**config.mk**
```make
export PLATFORM = sky130hd
export DESIGN_NAME = shift_add_mult_flat
export DESIGN_NICKNAME = d
export VERILOG_FILES = /design/src/rtl/shift_add_mult_if.sv /design/src/rtl/shift_add_mult.sv /design/src/flat_wrapper.sv
export SDC_FILE = /design/constraint.sdc
export NUM_CORES = 1
export LEC_CHECK = 0
export CORE_ASPECT_RATIO = 0.8
export CORE_MARGIN = 2
export CORE_UTILIZATION = 40
export CTS_BUF_LIST = sky130_fd_sc_hd__clkbuf_8
export CTS_CLUSTER_DIAMETER = 40
export CTS_CLUSTER_SIZE = 30
export DETAILED_ROUTE_END_ITERATION = 10
export GPL_TIMING_DRIVEN = 0
export PLACE_DENSITY = 0.59
export SYNTH_ARGS = -nofsm -noshare
export SYNTH_HDL_FRONTEND = slang
export SYNTH_SLANG_ARGS = --single-unit
```
**constraint.sdc**
```tcl
create_clock -name clock -period 3.05 [get_ports clock]
set_clock_uncertainty 0.05 [all_clocks]
set_input_delay 0.4575 -clock clock [delete_from_list [all_inputs] [get_ports clock]]
set_output_delay 0.4575 -clock clock [all_outputs]
set_load 0.05 [all_outputs]
```
**src/rtl/shift_add_mult_if.sv**
```systemverilog
// Operand/result bundle for shift_add_mult.
//
// Handshake: the master raises start with DataA/DataB valid. The multiplier
// samples them on the first posedge it sees start=1 while idle. busy stays high
// while the product is being built. done rises once P is final and stays high
// until start is low at a posedge. A new operation therefore needs start low for
// at least one edge and then high again. A start held high never retriggers.
interface shift_add_mult_if #(
  parameter int n = 8
);
  logic           start;
  logic [n-1:0]   DataA;
  logic [n-1:0]   DataB;
  logic [2*n-1:0] P;
  logic           busy;
  logic           done;

  modport master (output start, DataA, DataB, input P, busy, done);
  modport slave  (input start, DataA, DataB, output P, busy, done);
endinterface

```
**src/rtl/shift_add_mult.sv**
```systemverilog
// Sequential unsigned shift-and-add multiplier with an n-bit by n-bit operand
// and a 2n-bit product.
//
// The operation is one conditional add per clock. The multiplicand shifts left
// and the multiplier shifts right. The build-time macro SHIFT_ADD_MULT_EARLY_EXIT_EN
// ends the calculation once the remaining multiplier bits are all zero. It does
// not change the product.
//
// The interface instance connected to mult must use the same n as this module.
module shift_add_mult #(
  parameter int n = 8
) (
  input  logic              clock,
  input  logic              resetn,
  shift_add_mult_if.slave   mult,
  output logic [1:0]        state_dbg
);

  localparam int CW = $clog2(n) + 1;

  localparam logic [1:0] S_IDLE = 2'd0;
  localparam logic [1:0] S_CALC = 2'd1;
  localparam logic [1:0] S_DONE = 2'd2;

  logic [1:0]     state_q;
  logic [2*n-1:0] a_q;
  logic [n-1:0]   b_q;
  logic [2*n-1:0] p_q;
  logic [CW-1:0]  count_q;

  // Controller and datapath. Each posedge in S_CALC does one iteration.
  always_ff @(posedge clock or negedge resetn) begin
    if (!resetn) begin
      state_q <= S_IDLE;
      a_q     <= '0;
      b_q     <= '0;
      p_q     <= '0;
      count_q <= '0;
    end else begin
      case (state_q)
        S_IDLE: begin
          if (mult.start) begin
            a_q     <= {{n{1'b0}}, mult.DataA};
            b_q     <= mult.DataB;
            p_q     <= '0;
            count_q <= '0;
            state_q <= S_CALC;
          end
        end
        S_CALC: begin
          if (b_q[0]) begin
            p_q <= p_q + a_q;
          end
          a_q     <= a_q << 1;
          b_q     <= b_q >> 1;
          count_q <= count_q + 1'b1;
          if (count_q == CW'(n - 1)) begin
            state_q <= S_DONE;
`ifdef SHIFT_ADD_MULT_EARLY_EXIT_EN
          end else if ((b_q >> 1) == '0) begin
            // No multiplier bits are left, so later iterations would add nothing.
            state_q <= S_DONE;
`endif
          end
        end
        S_DONE: begin
          // Hold while start stays high so a held request cannot retrigger.
          if (!mult.start) begin
            state_q <= S_IDLE;
          end
        end
        default: begin
          state_q <= S_IDLE;
        end
      endcase
    end
  end

  // Status flags are decoded from the registered state only.
  always_comb begin
    mult.busy = (state_q == S_CALC);
    mult.done = (state_q == S_DONE);
  end

  assign mult.P    = p_q;
  assign state_dbg = state_q;

endmodule
```
**src/flat_wrapper.sv**
```systemverilog
// flat-port wrapper written by rule: the top's interface ports become plain ports
module shift_add_mult_flat 
#(
  parameter int n = 8
)
  (clock, resetn, state_dbg, mult_start, mult_DataA, mult_DataB, mult_P, mult_busy, mult_done);
  shift_add_mult_if #(.n(n)) mult_i ();
  input  logic clock;
  input  logic resetn;
  output logic [1:0] state_dbg;
  input wire logic [$bits(mult_i.start)-1:0] mult_start;
  input wire logic [$bits(mult_i.DataA)-1:0] mult_DataA;
  input wire logic [$bits(mult_i.DataB)-1:0] mult_DataB;
  output wire logic [$bits(mult_i.P)-1:0] mult_P;
  output wire logic [$bits(mult_i.busy)-1:0] mult_busy;
  output wire logic [$bits(mult_i.done)-1:0] mult_done;
  assign mult_i.start = mult_start;
  assign mult_i.DataA = mult_DataA;
  assign mult_i.DataB = mult_DataB;
  assign mult_P = mult_i.P;
  assign mult_busy = mult_i.busy;
  assign mult_done = mult_i.done;
  shift_add_mult #(.n(n)) u_core (.clock(clock), .resetn(resetn), .mult(mult_i), .state_dbg(state_dbg));
endmodule
```
# Word level (Yosys, flattened, before mapping)
# Index checks and enable logic that the tools add are counted.
# totals
ff_bits	46
inputBits	19
word_cells	32
# op_classes
addsub	2
eq_ne	7
muxes	13
reduce_logical	5
# ops
cell	count
16-bit one-hot mux with 2 select lines	2
16-bit two-way mux	3
16-bit adder	1
8-bit one-hot mux with 2 select lines	1
8-bit two-way mux	1
4-bit one-hot mux with 2 select lines	1
2-bit two-way mux	3
2-bit one-hot mux with 3 select lines	1
3-bit AND reduction	2
4-bit by 1-bit adder with 4-bit output (second input constant)	1
4-bit by 3-bit equality test with 1-bit output (second input constant)	1
4-bit two-way mux	1
2-bit by 1-bit != test with 1-bit output (second input constant)	2
2-bit != test (second input constant)	2
2-bit by 1-bit equality test with 1-bit output (second input constant)	1
2-bit equality test (second input constant)	1
2-bit zero test	1
2-bit AND reduction	1
2-bit nonzero test	1

# Longest topological paths before layout
# depth
depth_word	3
ltp_mapped	9
ltp_nobuf	9

# Worst setup path after synthesis
# No wires, ideal clock.
# synth_timing
path_kind	register to register
start	reg u_core.p_q[7], in the netlist u_core.mult.P[7]
end	reg u_core.p_q[14], in the netlist u_core.mult.P[14]
arrival_time_ns	2.288
slack_ns	0.642
stages_incl_launch_ff	9
path_buffers	1
period_less_slack_ns	2.408
path_cell_list	dfrtp_1 -> ha_1 -> buf_6 -> a21o_1 -> a21o_1 -> a211oi_2 -> nor2_1 -> or4_1 -> nand3_1
# synth_via
elab_chain_len	3
# synth_rtl
item	line_no	source
from (decl)	shift_add_mult.sv:28	logic [2*n-1:0] p_q;
from (signal assigned)	shift_add_mult.sv:52	p_q <= p_q + a_q;
16-bit adder	shift_add_mult.sv:52	
16-bit two-way mux	shift_add_mult.sv:51	if (b_q[0]) begin
16-bit one-hot mux with 2 select lines	shift_add_mult.sv:40	case (state_q)
# No other way between the ends. The select of a mux whose other input is x is not followed.
# A chain may end at the register's enable or synchronous reset.

# Worst setup path in the final report
# layout_timing
start	reg u_core.state_q[1], in the netlist u_core.state_dbg[1]
end	out mult_busy
# layout_via
elab_chain_len	1
# layout_rtl
item	line_no	source
from (decl)	shift_add_mult.sv:25	logic [1:0] state_q;
from (signal assigned)	shift_add_mult.sv:34	state_q <= S_IDLE;
from (signal assigned)	shift_add_mult.sv:47	state_q <= S_CALC;
from (signal assigned)	shift_add_mult.sv:58	state_q <= S_DONE;
2-bit by 1-bit equality test with 1-bit output	shift_add_mult.sv:81	mult.busy = (state_q == S_CALC);
to (decl)	flat_wrapper.sv:15	output wire logic [$bits(mult_i.busy)-1:0] mult_busy;
# No other way between the ends.

==> results_dict.tcl <==
set metrics [dict create \
    syn_inst 268 \
    power_density_mw_per_mm2 1130 \
    crit_type "reg -> out" \
    core_mm2 0.00634 \
    vias 2132 \
    final-setup-viol-count 0 \
    cts_sinks 46 \
    clkTransAtPathRegs_ns 0.10 \
    io_pins 39 \
    cts_tree "done" \
    cp_num_buf_inv 3 \
    yosysMostFrequentCell "dfrtp_1" \
    cp_num_cells 4 \
    critical_path.cell_chain "nand2b_1 > inv_2 > buf_1 > dlygate4sd2_1" \
    worstHoldPathType "in -> async" \
    drc 0 \
    cpPeakStageDelay_ns 0.59 \
    synth_seq_cells 46 \
    synth_area_leaders "dfrtp_1 44%, ha_1 7.7%, o21ai_0 6.5%, nand2_1 5.5%, mux2i_1 5.4%" \
    timing.fmax_mhz 356 \
    leakagePower_uw 0.00147 \
    synth_common_cells "46 x dfrtp_1, 38 x nand2_1, 34 x o21ai_0" \
    viasPerCell 5.34 \
    die-area_mm2 0.00720 \
    ys_seq_area_frac 0.441 \
    wire_per_inst_um 15.7 \
    crit_fanout 10 \
    internal-power_uw 1910 \
    max-cap-violations 0 \
    initial_core_util 0.412 \
    final_area_mm2 0.00322 \
    hpwl_um 4710 \
    relSlewSlack 0.634 \
    antenna_left 0 \
    first_pass_iters 4 \
    synth_top_area_frac 0.441 \
    fin_tns_setup_ns 0 \
    yosys.area_share.simple 0.145 \
    nNetsFinal 350 \
    place_area_mm2 0.00311 \
    pwr-share-seq 0.300 \
    grt_max_degree 33 \
    required_ns 2.54 \
    clockPowerShare 0.127 \
    ys_types 44 \
    tightest_slew_ns 0.549 \
    clockBufferDepth 2 \
    synth_top_family_by_area "compound AO/OA/AOI/OAI gates" \
    dieHeight_um 76.3 \
    async_reset_ff_frac 1.00 \
    cts_made_buffers 5 \
    clock_latency_ns 0.30 \
    fin_util 0.508 \
    r2r_cells 9 \
    drt_iter0_markers 110 \
    power_frac_comb 0.572 \
    min_period_ns 2.81 \
    synth_compound_area_frac 0.216 \
    n_fill_cell 618 \
    diodes 0 \
    rsz0062_at_grt "no" \
    hold_ws_ns 0.00665 \
    start_kind "flop" \
    postCtsSetupRepairBufs 0 \
    drive_above_1_share 0.0540 \
    grt_usage 0.186 \
    crit_slowest_cell "dlygate4sd2_1" \
    cp-end-kind "output pin" \
    io_buffer_count 38 \
    finalHoldViolations 0 \
    cts_resized 1 \
    synth_fa_ha_area_frac 0.0843 \
    synth_top_cell_by_area "dfrtp_1" \
    gr-total-overflow 0 \
    peakVddDrop_v 0.000611 \
    grt_pass1_wl_um 10600 \
    antenna_found_initial 0 \
    post-route-period-util 0.922 \
    cts_hold_buf 0 \
    yosysWarnings 0 \
    root_buffer "clkbuf_8" \
    path_delay_family "buffers and inverters" \
    postSynthNetCount 304 \
    cp.arrival_ns 2.30 \
    htreeDepth 2 \
    syn-mean-instance-area_um2 9.75 \
    num_rows 26 \
    areaGrowthSynthToFinish_pct 23.3 \
    status "completed" \
    synth_xor_area_frac 0.0302 \
    die_w_um 94.4 \
    routabilityCongestion 0.843 \
    muxShareOfSynthArea 0.0536 \
    synth-edff-count 0 \
    grt_pass1_vias 2074 \
    ys.flop_type "dfrtp_1" \
    p_sw_uw 1720 \
    final_max_slew_viol_count 0 \
    routed_wirelength_um 6280 \
    syn_area_mm2 0.00261 \
    p_sw_frac 0.474 \
]
[metal layers]
| metal | vias to the layer above | track usage | share of wire |
|---|---|---|---|
| met1 | 1025 | 0.293 | 0.54 |
| li1 | 1068 | - | - |
| met2 | 34 | 0.263 | 0.42 |
| met3 | 5 | 0.0287 | 0.024 |
| met4 | 0 | 0.0493 | 0.0094 |
| met5 | - | 0 | 0 |
[layout make-up]
| cell class | instances | area (um2) | share of cell area |
|---|---|---|---|
| Multi-Input combinational cell | 204 | 1380 | 0.430 |
| Sequential cell | 46 | 1150 | 0.357 |
| Timing Repair Buffer | 39 | 394 | 0.122 |
| Tap cell | 84 | 105 | 0.0326 |
| Clock buffer | 5 | 68.8 | 0.0214 |
| Buffer | 10 | 47.5 | 0.0148 |
| Clock inverter | 3 | 41.3 | 0.0128 |
| Inverter | 8 | 30.0 | 0.00932 |
[stage by stage]
stage | power (uW) | std cells | setup WS [ns]
floorplan | 2590 | 268 | 0.642
finish | 3640 | 399 | 0.238
detailed placement | 3190 | 391 | 0.273
global placement | 3150 | 390 | 0.0780
CTS | 3660 | 399 | 0.242
global route | 3950 | 399 | 0.0872
[logic make-up after synthesis]
| kind of cell | count (synthesis) |
|---|---|
| and+or+nand+nor | 78 |
| muxes | 14 |
| adders and majority gates | 17 |
| buffers and inverters | 18 |
| AOI/OAI and AO/OA | 86 |
| DFF | 46 |
| xor gates and xnor gates | 9 |
[state kept, by name (all words and copies together) (netlist names)]
name and flops:
u_core.b_q 8, u_core.count_q 4, u_core.state_dbg 2, u_core.mult.P 16, u_core.a_q 16
[cell usage in the layout (no fill, tap or decap), types with 6 or more instances in the layout]
| cell type | instances |
|---|---|
| dfrtp_1 | 46 |
| mux2i_1 | 14 |
| clkbuf_1 | 6 |
| a21oi_1 | 10 |
| a22o_1 | 14 |
| clkdlybuf4s50_1 | 36 |
| o21ai_0 | 34 |
| inv_1 | 8 |
| nand3_1 | 8 |
| ha_1 | 16 |
| nand2_1 | 38 |
[power by group through the flow]
stage          Combinational (uW)  Sequential, uW  Clock (uW)
2_1_floorplan                1250            1340           0
3_3_place_gp                 2050            1100           0
3_5_place_dp                 2080            1110           0
4_1_cts                      2090            1100         472
5_1_grt                      2320            1130         495
6_report                     2080            1090         463
[final timing paths]
path	start	to	slack, ns
max	u_core.state_dbg[1]	mult_busy	0.24
min	resetn	u_core.a_q[14]	0.007
max reg2reg	u_core.a_q[0]	u_core.mult.P[14]	0.55
min reg2reg	u_core.b_q[1]	u_core.b_q[1]	0.43
max in group asynchronous	resetn	u_core.a_q[9]	2.45
min in group clock	u_core.b_q[1]	u_core.b_q[1]	0.43
Power figures use the tool's default switching activity.
